`src/rtl/axi_arb_pkg.sv`:
```
// ----------------------------------------------------------------------------
// axi_arb_pkg
// Shared types and constants for the two-master AXI4 arbiter:
//   - write / read channel FSM state encodings
//   - AXI response codes (OKAY/EXOKAY/SLVERR/DECERR)
//   - AXI burst type codes
// No ports; imported by axi_master_arbiter, rr_arb2 and the bench.
// ----------------------------------------------------------------------------
package axi_arb_pkg;

   typedef enum logic [1:0] {
      W_IDLE = 2'd0,
      W_ADDR = 2'd1,
      W_DATA = 2'd2,
      W_RESP = 2'd3
   } wr_state_e;

   typedef enum logic [1:0] {
      R_IDLE = 2'd0,
      R_ADDR = 2'd1,
      R_DATA = 2'd2
   } rd_state_e;

   localparam logic [1:0] AXI_RESP_OKAY   = 2'b00;
   localparam logic [1:0] AXI_RESP_EXOKAY = 2'b01;
   localparam logic [1:0] AXI_RESP_SLVERR = 2'b10;
   localparam logic [1:0] AXI_RESP_DECERR = 2'b11;

   localparam logic [1:0] AXI_BURST_FIXED = 2'b00;
   localparam logic [1:0] AXI_BURST_INCR  = 2'b01;
   localparam logic [1:0] AXI_BURST_WRAP  = 2'b10;

endpackage

```
`src/rtl/rr_arb2.sv`:
```
// ----------------------------------------------------------------------------
// rr_arb2
// Two-input picker with a round-robin pointer.
//   clk, reset  : clock, synchronous active-high reset (pointer -> 0)
//   i_req[1:0]  : request vector (bit N = master N)
//   i_advance   : pulse when the owning transaction completes
//   i_served    : index of the master that just completed
//   o_pick      : index of the winner for the current request vector
// FIXED_PRIO=1 ignores the pointer and lets master 0 win every tie.
// ----------------------------------------------------------------------------
module rr_arb2 #(
   parameter int FIXED_PRIO = 0
) (
   input  logic       clk,
   input  logic       reset,
   input  logic [1:0] i_req,
   input  logic       i_advance,
   input  logic       i_served,
   output logic       o_pick
);

   logic r_ptr;

   // Pointer moves to the master that did not just finish
   always_ff @(posedge clk) begin
      if (reset) begin
         r_ptr <= 1'b0;
      end else if (i_advance) begin
         r_ptr <= ~i_served;
      end else begin
         r_ptr <= r_ptr;
      end
   end

   // Winner selection: lone requester wins, ties go to pointer or m0
   always_comb begin
      o_pick = 1'b0;
      case (i_req)
         2'b01:   o_pick = 1'b0;
         2'b10:   o_pick = 1'b1;
         2'b11:   o_pick = (FIXED_PRIO != 0) ? 1'b0 : r_ptr;
         default: o_pick = 1'b0;
      endcase
   end

endmodule

```
`src/rtl/axi_master_arbiter.sv`:
```
// ----------------------------------------------------------------------------
// axi_master_arbiter
// Two-master to one-slave AXI4 arbiter. Write (AW/W/B) and read (AR/R) are
// arbitrated independently; a grant is held from the address handshake to
// the last response beat. All valid/ready paths are pure muxes.
//   clk, reset          : clock, synchronous active-high reset
//   m0_* / m1_*         : AXI4 slave-side ports for the CPU (m0) and DMA (m1)
//   s_*                 : AXI4 master-side port toward the crossbar
//   wr_grant / rd_grant : index of the master currently or last granted
//   wr_busy  / rd_busy  : channel FSM not idle
// ----------------------------------------------------------------------------
module axi_master_arbiter
   import axi_arb_pkg::*;
#(
   parameter int ADDR_W     = 32,
   parameter int DATA_W     = 32,
   parameter int FIXED_PRIO = 0
) (
   input  logic                clk,
   input  logic                reset,
   // master 0
   input  logic [ADDR_W-1:0]   m0_awaddr,
   input  logic [7:0]          m0_awlen,
   input  logic [2:0]          m0_awsize,
   input  logic [1:0]          m0_awburst,
   input  logic                m0_awvalid,
   output logic                m0_awready,
   input  logic [DATA_W-1:0]   m0_wdata,
   input  logic [DATA_W/8-1:0] m0_wstrb,
   input  logic                m0_wlast,
   input  logic                m0_wvalid,
   output logic                m0_wready,
   output logic [1:0]          m0_bresp,
   output logic                m0_bvalid,
   input  logic                m0_bready,
   input  logic [ADDR_W-1:0]   m0_araddr,
   input  logic [7:0]          m0_arlen,
   input  logic [2:0]          m0_arsize,
   input  logic [1:0]          m0_arburst,
   input  logic                m0_arvalid,
   output logic                m0_arready,
   output logic [DATA_W-1:0]   m0_rdata,
   output logic [1:0]          m0_rresp,
   output logic                m0_rlast,
   output logic                m0_rvalid,
   input  logic                m0_rready,
   // master 1
   input  logic [ADDR_W-1:0]   m1_awaddr,
   input  logic [7:0]          m1_awlen,
   input  logic [2:0]          m1_awsize,
   input  logic [1:0]          m1_awburst,
   input  logic                m1_awvalid,
   output logic                m1_awready,
   input  logic [DATA_W-1:0]   m1_wdata,
   input  logic [DATA_W/8-1:0] m1_wstrb,
   input  logic                m1_wlast,
   input  logic                m1_wvalid,
   output logic                m1_wready,
   output logic [1:0]          m1_bresp,
   output logic                m1_bvalid,
   input  logic                m1_bready,
   input  logic [ADDR_W-1:0]   m1_araddr,
   input  logic [7:0]          m1_arlen,
   input  logic [2:0]          m1_arsize,
   input  logic [1:0]          m1_arburst,
   input  logic                m1_arvalid,
   output logic                m1_arready,
   output logic [DATA_W-1:0]   m1_rdata,
   output logic [1:0]          m1_rresp,
   output logic                m1_rlast,
   output logic                m1_rvalid,
   input  logic                m1_rready,
   // crossbar side
   output logic [ADDR_W-1:0]   s_awaddr,
   output logic [7:0]          s_awlen,
   output logic [2:0]          s_awsize,
   output logic [1:0]          s_awburst,
   output logic                s_awvalid,
   input  logic                s_awready,
   output logic [DATA_W-1:0]   s_wdata,
   output logic [DATA_W/8-1:0] s_wstrb,
   output logic                s_wlast,
   output logic                s_wvalid,
   input  logic                s_wready,
   input  logic [1:0]          s_bresp,
   input  logic                s_bvalid,
   output logic                s_bready,
   output logic [ADDR_W-1:0]   s_araddr,
   output logic [7:0]          s_arlen,
   output logic [2:0]          s_arsize,
   output logic [1:0]          s_arburst,
   output logic                s_arvalid,
   input  logic                s_arready,
   input  logic [DATA_W-1:0]   s_rdata,
   input  logic [1:0]          s_rresp,
   input  logic                s_rlast,
   input  logic                s_rvalid,
   output logic                s_rready,
   // status
   output logic                wr_grant,
   output logic                rd_grant,
   output logic                wr_busy,
   output logic                rd_busy
);

   wr_state_e r_wr_state, w_wr_next;
   rd_state_e r_rd_state, w_rd_next;
   logic      r_wr_grant, r_rd_grant;
   logic      w_wr_pick, w_rd_pick;
   logic [1:0] w_aw_req, w_ar_req;
   logic      w_awvalid_sel, w_wvalid_sel, w_wlast_sel, w_bready_sel;
   logic      w_arvalid_sel, w_rready_sel;
   logic      w_aw_hs, w_w_last_hs, w_b_hs, w_ar_hs, w_r_last_hs;

   assign w_aw_req = {m1_awvalid, m0_awvalid};
   assign w_ar_req = {m1_arvalid, m0_arvalid};

   // Selected-master control inputs
   assign w_awvalid_sel = r_wr_grant ? m1_awvalid : m0_awvalid;
   assign w_wvalid_sel  = r_wr_grant ? m1_wvalid  : m0_wvalid;
   assign w_wlast_sel   = r_wr_grant ? m1_wlast   : m0_wlast;
   assign w_bready_sel  = r_wr_grant ? m1_bready  : m0_bready;
   assign w_arvalid_sel = r_rd_grant ? m1_arvalid : m0_arvalid;
   assign w_rready_sel  = r_rd_grant ? m1_rready  : m0_rready;

   assign w_aw_hs     = (r_wr_state == W_ADDR) & w_awvalid_sel & s_awready;
   assign w_w_last_hs = (r_wr_state == W_DATA) & w_wvalid_sel & s_wready & w_wlast_sel;
   assign w_b_hs      = (r_wr_state == W_RESP) & s_bvalid & w_bready_sel;
   assign w_ar_hs     = (r_rd_state == R_ADDR) & w_arvalid_sel & s_arready;
   assign w_r_last_hs = (r_rd_state == R_DATA) & s_rvalid & w_rready_sel & s_rlast;

   rr_arb2 #(.FIXED_PRIO(FIXED_PRIO)) u_wr_arb (
      .clk(clk), .reset(reset), .i_req(w_aw_req),
      .i_advance(w_b_hs), .i_served(r_wr_grant), .o_pick(w_wr_pick)
   );

   rr_arb2 #(.FIXED_PRIO(FIXED_PRIO)) u_rd_arb (
      .clk(clk), .reset(reset), .i_req(w_ar_req),
      .i_advance(w_r_last_hs), .i_served(r_rd_grant), .o_pick(w_rd_pick)
   );

   // Payload is always muxed from the granted master; responses fan out to both
   assign s_awaddr  = r_wr_grant ? m1_awaddr  : m0_awaddr;
   assign s_awlen   = r_wr_grant ? m1_awlen   : m0_awlen;
   assign s_awsize  = r_wr_grant ? m1_awsize  : m0_awsize;
   assign s_awburst = r_wr_grant ? m1_awburst : m0_awburst;
   assign s_wdata   = r_wr_grant ? m1_wdata   : m0_wdata;
   assign s_wstrb   = r_wr_grant ? m1_wstrb   : m0_wstrb;
   assign s_wlast   = w_wlast_sel;
   assign s_araddr  = r_rd_grant ? m1_araddr  : m0_araddr;
   assign s_arlen   = r_rd_grant ? m1_arlen   : m0_arlen;
   assign s_arsize  = r_rd_grant ? m1_arsize  : m0_arsize;
   assign s_arburst = r_rd_grant ? m1_arburst : m0_arburst;
   assign m0_bresp  = s_bresp;
   assign m1_bresp  = s_bresp;
   assign m0_rdata  = s_rdata;
   assign m1_rdata  = s_rdata;
   assign m0_rresp  = s_rresp;
   assign m1_rresp  = s_rresp;
   assign m0_rlast  = s_rlast;
   assign m1_rlast  = s_rlast;

   assign wr_grant = r_wr_grant;
   assign rd_grant = r_rd_grant;
   assign wr_busy  = (r_wr_state != W_IDLE);
   assign rd_busy  = (r_rd_state != R_IDLE);

   // State and grant registers; grant is captured only while idle
   always_ff @(posedge clk) begin
      if (reset) begin
         r_wr_state <= W_IDLE;
         r_rd_state <= R_IDLE;
         r_wr_grant <= 1'b0;
         r_rd_grant <= 1'b0;
      end else begin
         r_wr_state <= w_wr_next;
         r_rd_state <= w_rd_next;
         r_wr_grant <= ((r_wr_state == W_IDLE) && (|w_aw_req)) ? w_wr_pick : r_wr_grant;
         r_rd_grant <= ((r_rd_state == R_IDLE) && (|w_ar_req)) ? w_rd_pick : r_rd_grant;
      end
   end

   // Next-state logic for both channel FSMs
   always_comb begin
      w_wr_next = r_wr_state;
      case (r_wr_state)
         W_IDLE:  w_wr_next = (|w_aw_req)  ? W_ADDR : W_IDLE;
         W_ADDR:  w_wr_next = w_aw_hs      ? W_DATA : W_ADDR;
         W_DATA:  w_wr_next = w_w_last_hs  ? W_RESP : W_DATA;
         W_RESP:  w_wr_next = w_b_hs       ? W_IDLE : W_RESP;
         default: w_wr_next = W_IDLE;
      endcase
      w_rd_next = r_rd_state;
      case (r_rd_state)
         R_IDLE:  w_rd_next = (|w_ar_req)  ? R_ADDR : R_IDLE;
         R_ADDR:  w_rd_next = w_ar_hs      ? R_DATA : R_ADDR;
         R_DATA:  w_rd_next = w_r_last_hs  ? R_IDLE : R_DATA;
         default: w_rd_next = R_IDLE;
      endcase
   end

   // Valid/ready gating: only the owning state passes handshakes, only to master g
   always_comb begin
      s_awvalid  = 1'b0;  s_wvalid   = 1'b0;  s_bready   = 1'b0;
      m0_awready = 1'b0;  m1_awready = 1'b0;
      m0_wready  = 1'b0;  m1_wready  = 1'b0;
      m0_bvalid  = 1'b0;  m1_bvalid  = 1'b0;
      s_arvalid  = 1'b0;  s_rready   = 1'b0;
      m0_arready = 1'b0;  m1_arready = 1'b0;
      m0_rvalid  = 1'b0;  m1_rvalid  = 1'b0;
      case (r_wr_state)
         W_ADDR: begin
            s_awvalid  = w_awvalid_sel;
            m0_awready = s_awready & ~r_wr_grant;
            m1_awready = s_awready &  r_wr_grant;
         end
         W_DATA: begin
            s_wvalid  = w_wvalid_sel;
            m0_wready = s_wready & ~r_wr_grant;
            m1_wready = s_wready &  r_wr_grant;
         end
         W_RESP: begin
            s_bready  = w_bready_sel;
            m0_bvalid = s_bvalid & ~r_wr_grant;
            m1_bvalid = s_bvalid &  r_wr_grant;
         end
         default: s_awvalid = 1'b0;
      endcase
      case (r_rd_state)
         R_ADDR: begin
            s_arvalid  = w_arvalid_sel;
            m0_arready = s_arready & ~r_rd_grant;
            m1_arready = s_arready &  r_rd_grant;
         end
         R_DATA: begin
            s_rready  = w_rready_sel;
            m0_rvalid = s_rvalid & ~r_rd_grant;
            m1_rvalid = s_rvalid &  r_rd_grant;
         end
         default: s_arvalid = 1'b0;
      endcase
   end

endmodule

```
`config.mk`:
```
export PLATFORM = sky130hd
export DESIGN_NAME = axi_master_arbiter
export DESIGN_NICKNAME = d
export VERILOG_FILES = /design/src/rtl/axi_arb_pkg.sv /design/src/rtl/rr_arb2.sv /design/src/rtl/axi_master_arbiter.sv
export SDC_FILE = /design/constraint.sdc
export NUM_CORES = 1
export LEC_CHECK = 0
export ABC_AREA = 1
export ABC_CLOCK_PERIOD_IN_PS = 1500
export CORE_AREA = 2 2 204 206
export DETAILED_ROUTE_END_ITERATION = 12
export DIE_AREA = 0 0 206 208
export GPL_TIMING_DRIVEN = 0
export PLACE_DENSITY = 0.37
export SYNTH_ARGS = -nofsm -noshare
export SYNTH_HDL_FRONTEND = slang
export SYNTH_SLANG_ARGS = --single-unit
export TNS_END_PERCENT = 10
```
`constraint.sdc`:
```
create_clock -name clk -period 1.5 [get_ports clk]
set_clock_uncertainty 0.05 [all_clocks]
set_input_delay 0.225 -clock clk [delete_from_list [all_inputs] [get_ports clk]]
set_output_delay 0.225 -clock clk [all_outputs]
set_load 0.005 [all_outputs]
```
==> flow_summary.yaml <==
placement:
  dp.final_hpwl_um: 19600
  place_ws_ps: -679
  routabilityCongestion: 0.720
  port_buffers: 490
sta:
  fmax_ghz: 0.589
  period_minus_slack_ps: 1700
  finalSetupViolations: 118
  hold_viol: 0
  drv_slew: 0
  rsz0062_at_grt: "true"
  fin_ws_ps: -198
  period_share_pct: 113
  relSlewSlack_pct: 67.5
  holdWs_ps: 356
  max_slew.worst_pin.slew_ps: 488
routing:
  ant_nets: 0
  avgRoutedWirePerCell_um: 14.0
  met3_length_um: 2480
  wl_met2_um: 12900
  drt_iter0_markers: 152
  firstDrtPassIters: 4
  drt-met1-wl_um: 7640
  routed.top_layer: "met5"
  num_vias: 5416
  via_per_inst: 3.25
  drc: 0
  drt_wl_total_um: 23300
global_route:
  grt_antenna_before_repair: 2
  grt_max_degree: 11
  grt_use_total_pct: 9.95
  grt_pass1_vias: 5538
  grt_pass1_wl_um: 32200
  globalRouteOverflowTotal: 0
layout:
  drive_above_1_share_pct: 38.9
  n_antenna_cell: 0
  fillCellCount: 4613
  fin_nets: 1446
  area_growth_pct: 234
logic_synthesis:
  synth.most_common_cell: "nand2_1"
  synth_area_leaders: "nand2_1 54%, buf_4 22%, dfxtp_1 5.8%"
  ys.flop_type: "dfxtp_1"
  synth_warnings: 0
  syn_area_um2: 2790
  syn_area_per_cell_um2: 4.74
  yosys-top-cells-count: "400 x nand2_1, 80 x buf_4, 25 x inv_1, 13 x buf_2, 13 x nor2_1"
  synth_largest_area_cell: "nand2_1"
  yosysUniqueCellTypes: 25
  netlist.area_leader.share_pct: 53.9
  syn-num-nets: 895
  synth_cells: 587
  yosysSeqAreaShare_pct: 5.75
  ys_ff_latch: 8
  synth_edf_count: 0
  async_reset_ff_share_pct: 0
pwr:
  max-vdd-ir-drop_v: 0.000233
  fin_total_pwr_mw: 3.62
  p_leak_nw: 4.46
  powerDensity_nw_per_um2: 389
floorplanning:
  rows: 74
  fp.dieH_um: 208
  die_area_um2: 42800
  ios: 528
  start_util_pct: 6.87
  die_w_um: 206
  fp.coreArea_um2: 40600
setup_path:
  start_kind: "flip-flop"
  endpoint: "s_wdata[28]"
  crit_fanout: 7
  r2r-start: "wr_grant"
  r2r_slack_ps: -20
  setup.worst_path.end_class: "primary output"
  worstRegToRegCells: 11
  worstSetupPathType: "flip-flop to primary output"
  critPathRequiredTime_ps: 1220
  cp-startpoint: "wr_grant"
  rr_endpoint: "r_wr_state[0]"
  cp_data_arrival_time_ps: 1420
clock_network:
  cts_tree: "done"
  cts_htree_levels: 1
  clock_latency_ps: 230
  cts_buffer_depth: 2
  cts_buffers: 3
  clock-sinks: 8
  path_clk_slew_ps: 40
  root_buffer: "clkbuf_16"
  cts_hold_buffers: 0
flow_run:
  cap_violations: 0
run_status:
  status: "complete, but fails checks"
  violations: "setup timing"
min_path:
  hp-class: "input pin to flip-flop"
-- timing repair --
action,in CTS,in global routing
cloned,7,0
pin swaps,22,24
buffers inserted,48,3
resized for setup,727,115
setup endpoints to repair,146,141
-- stage by stage --
stage	std cells	area (µm²)	TNS (ps)	utilization, %
6_report	1668	9310	-11720	23.0
5_1_grt	1668	9310	-20940	23.0
4_1_cts	1666	9120	-17140	22.5
3_5_place_dp	1609	8360	-59500	20.6
3_3_place_gp	1609	8360	-59520	20.6
2_1_floorplan	587	2790	0	-
-- metal layers --
layer,GRT usage [%],vias to the layer above
met3,2.90,12
met4,1.40,4
met1,9.42,2329
met2,20.8,297
li1,-,2774
met5,0,-
-- where the power goes --
group / switching [mW] / leakage [nW] / internal (mW)
Clock: 0.113 / 0.0370 / 0.345
Combinational: 1.09 / 4.36 / 1.83
Sequential: 0.0149 / 0.0665 / 0.231
Total: 1.21 / 4.46 / 2.41
-- cell usage in the layout, fill, tap and decap left out, types with 5 or more instances in the layout --
cell,Yosys,final
clkdlybuf4s50_1,0,344
nand2_1,400,295
nand2_2,4,96
buf_2,13,95
buf_4,80,89
buf_6,7,57
inv_1,25,22
clkbuf_2,0,22
buf_8,0,18
nand2_4,0,13
buf_12,0,10
nor2_1,13,7
nor2_2,1,6
a21oi_1,6,6
buf_16,0,6
clkbuf_16,0,5
nor3_2,1,5
dfxtp_1,8,5
-- cell type report --
| cell class | instances | area (µm²) | share of cell area (%) |
|---|---|---|---|
| clock buffers | 3 | 75.1 | 0.807 |
| plain buffers | 104 | 1010 | 10.9 |
| inverters | 27 | 121 | 1.30 |
| well taps | 532 | 666 | 7.15 |
| repair buffers | 547 | 5100 | 54.8 |
| flip-flops and latches | 8 | 164 | 1.76 |
| multi-input cells | 447 | 2160 | 23.2 |
-- worst max-delay path, stage by stage (launching register included) --
cell and delay (ps):
dfxtp_2 340, buf_12 150, inv_12 50, buf_12 140, buf_12 140, buf_6 120, nand2_2 50, nand2_2 50
buf_2 120
-- cell families (layout without fill, tap and decap cells) --
| kind of cell | after synthesis | in the layout | synth area share [%] |
|---|---|---|---|
| buffers and inverters | 132 | 681 | 31.1 |
| AO/OA/AOI/OAI | 15 | 15 | 3.14 |
| flip-flops | 8 | 8 | 5.75 |
| AND/OR/NAND/NOR | 432 | 432 | 60.0 |
-- flip-flops by register name, summed over array words and instances, names as in the netlist --
name and cells:
u_rd_arb.r_ptr 1, rd_grant 1, r_wr_state 2, wr_grant 1
r_rd_state 2, u_wr_arb.r_ptr 1
-- worst min path at each step --
stage	start	end	slack, ps	depth (start not counted)
3_3_place_gp	u_wr_arb.r_ptr	u_wr_arb.r_ptr	400	2
5_1_grt	reset	r_rd_state[1]	440	2
6_report	reset	r_wr_state[0]	360	2
3_5_place_dp	u_wr_arb.r_ptr	u_wr_arb.r_ptr	410	2
2_1_floorplan	m0_bready	u_wr_arb.r_ptr	320	2
4_1_cts	reset	r_wr_state[0]	400	2
Note: power is estimated with default switching activity, not from simulation.
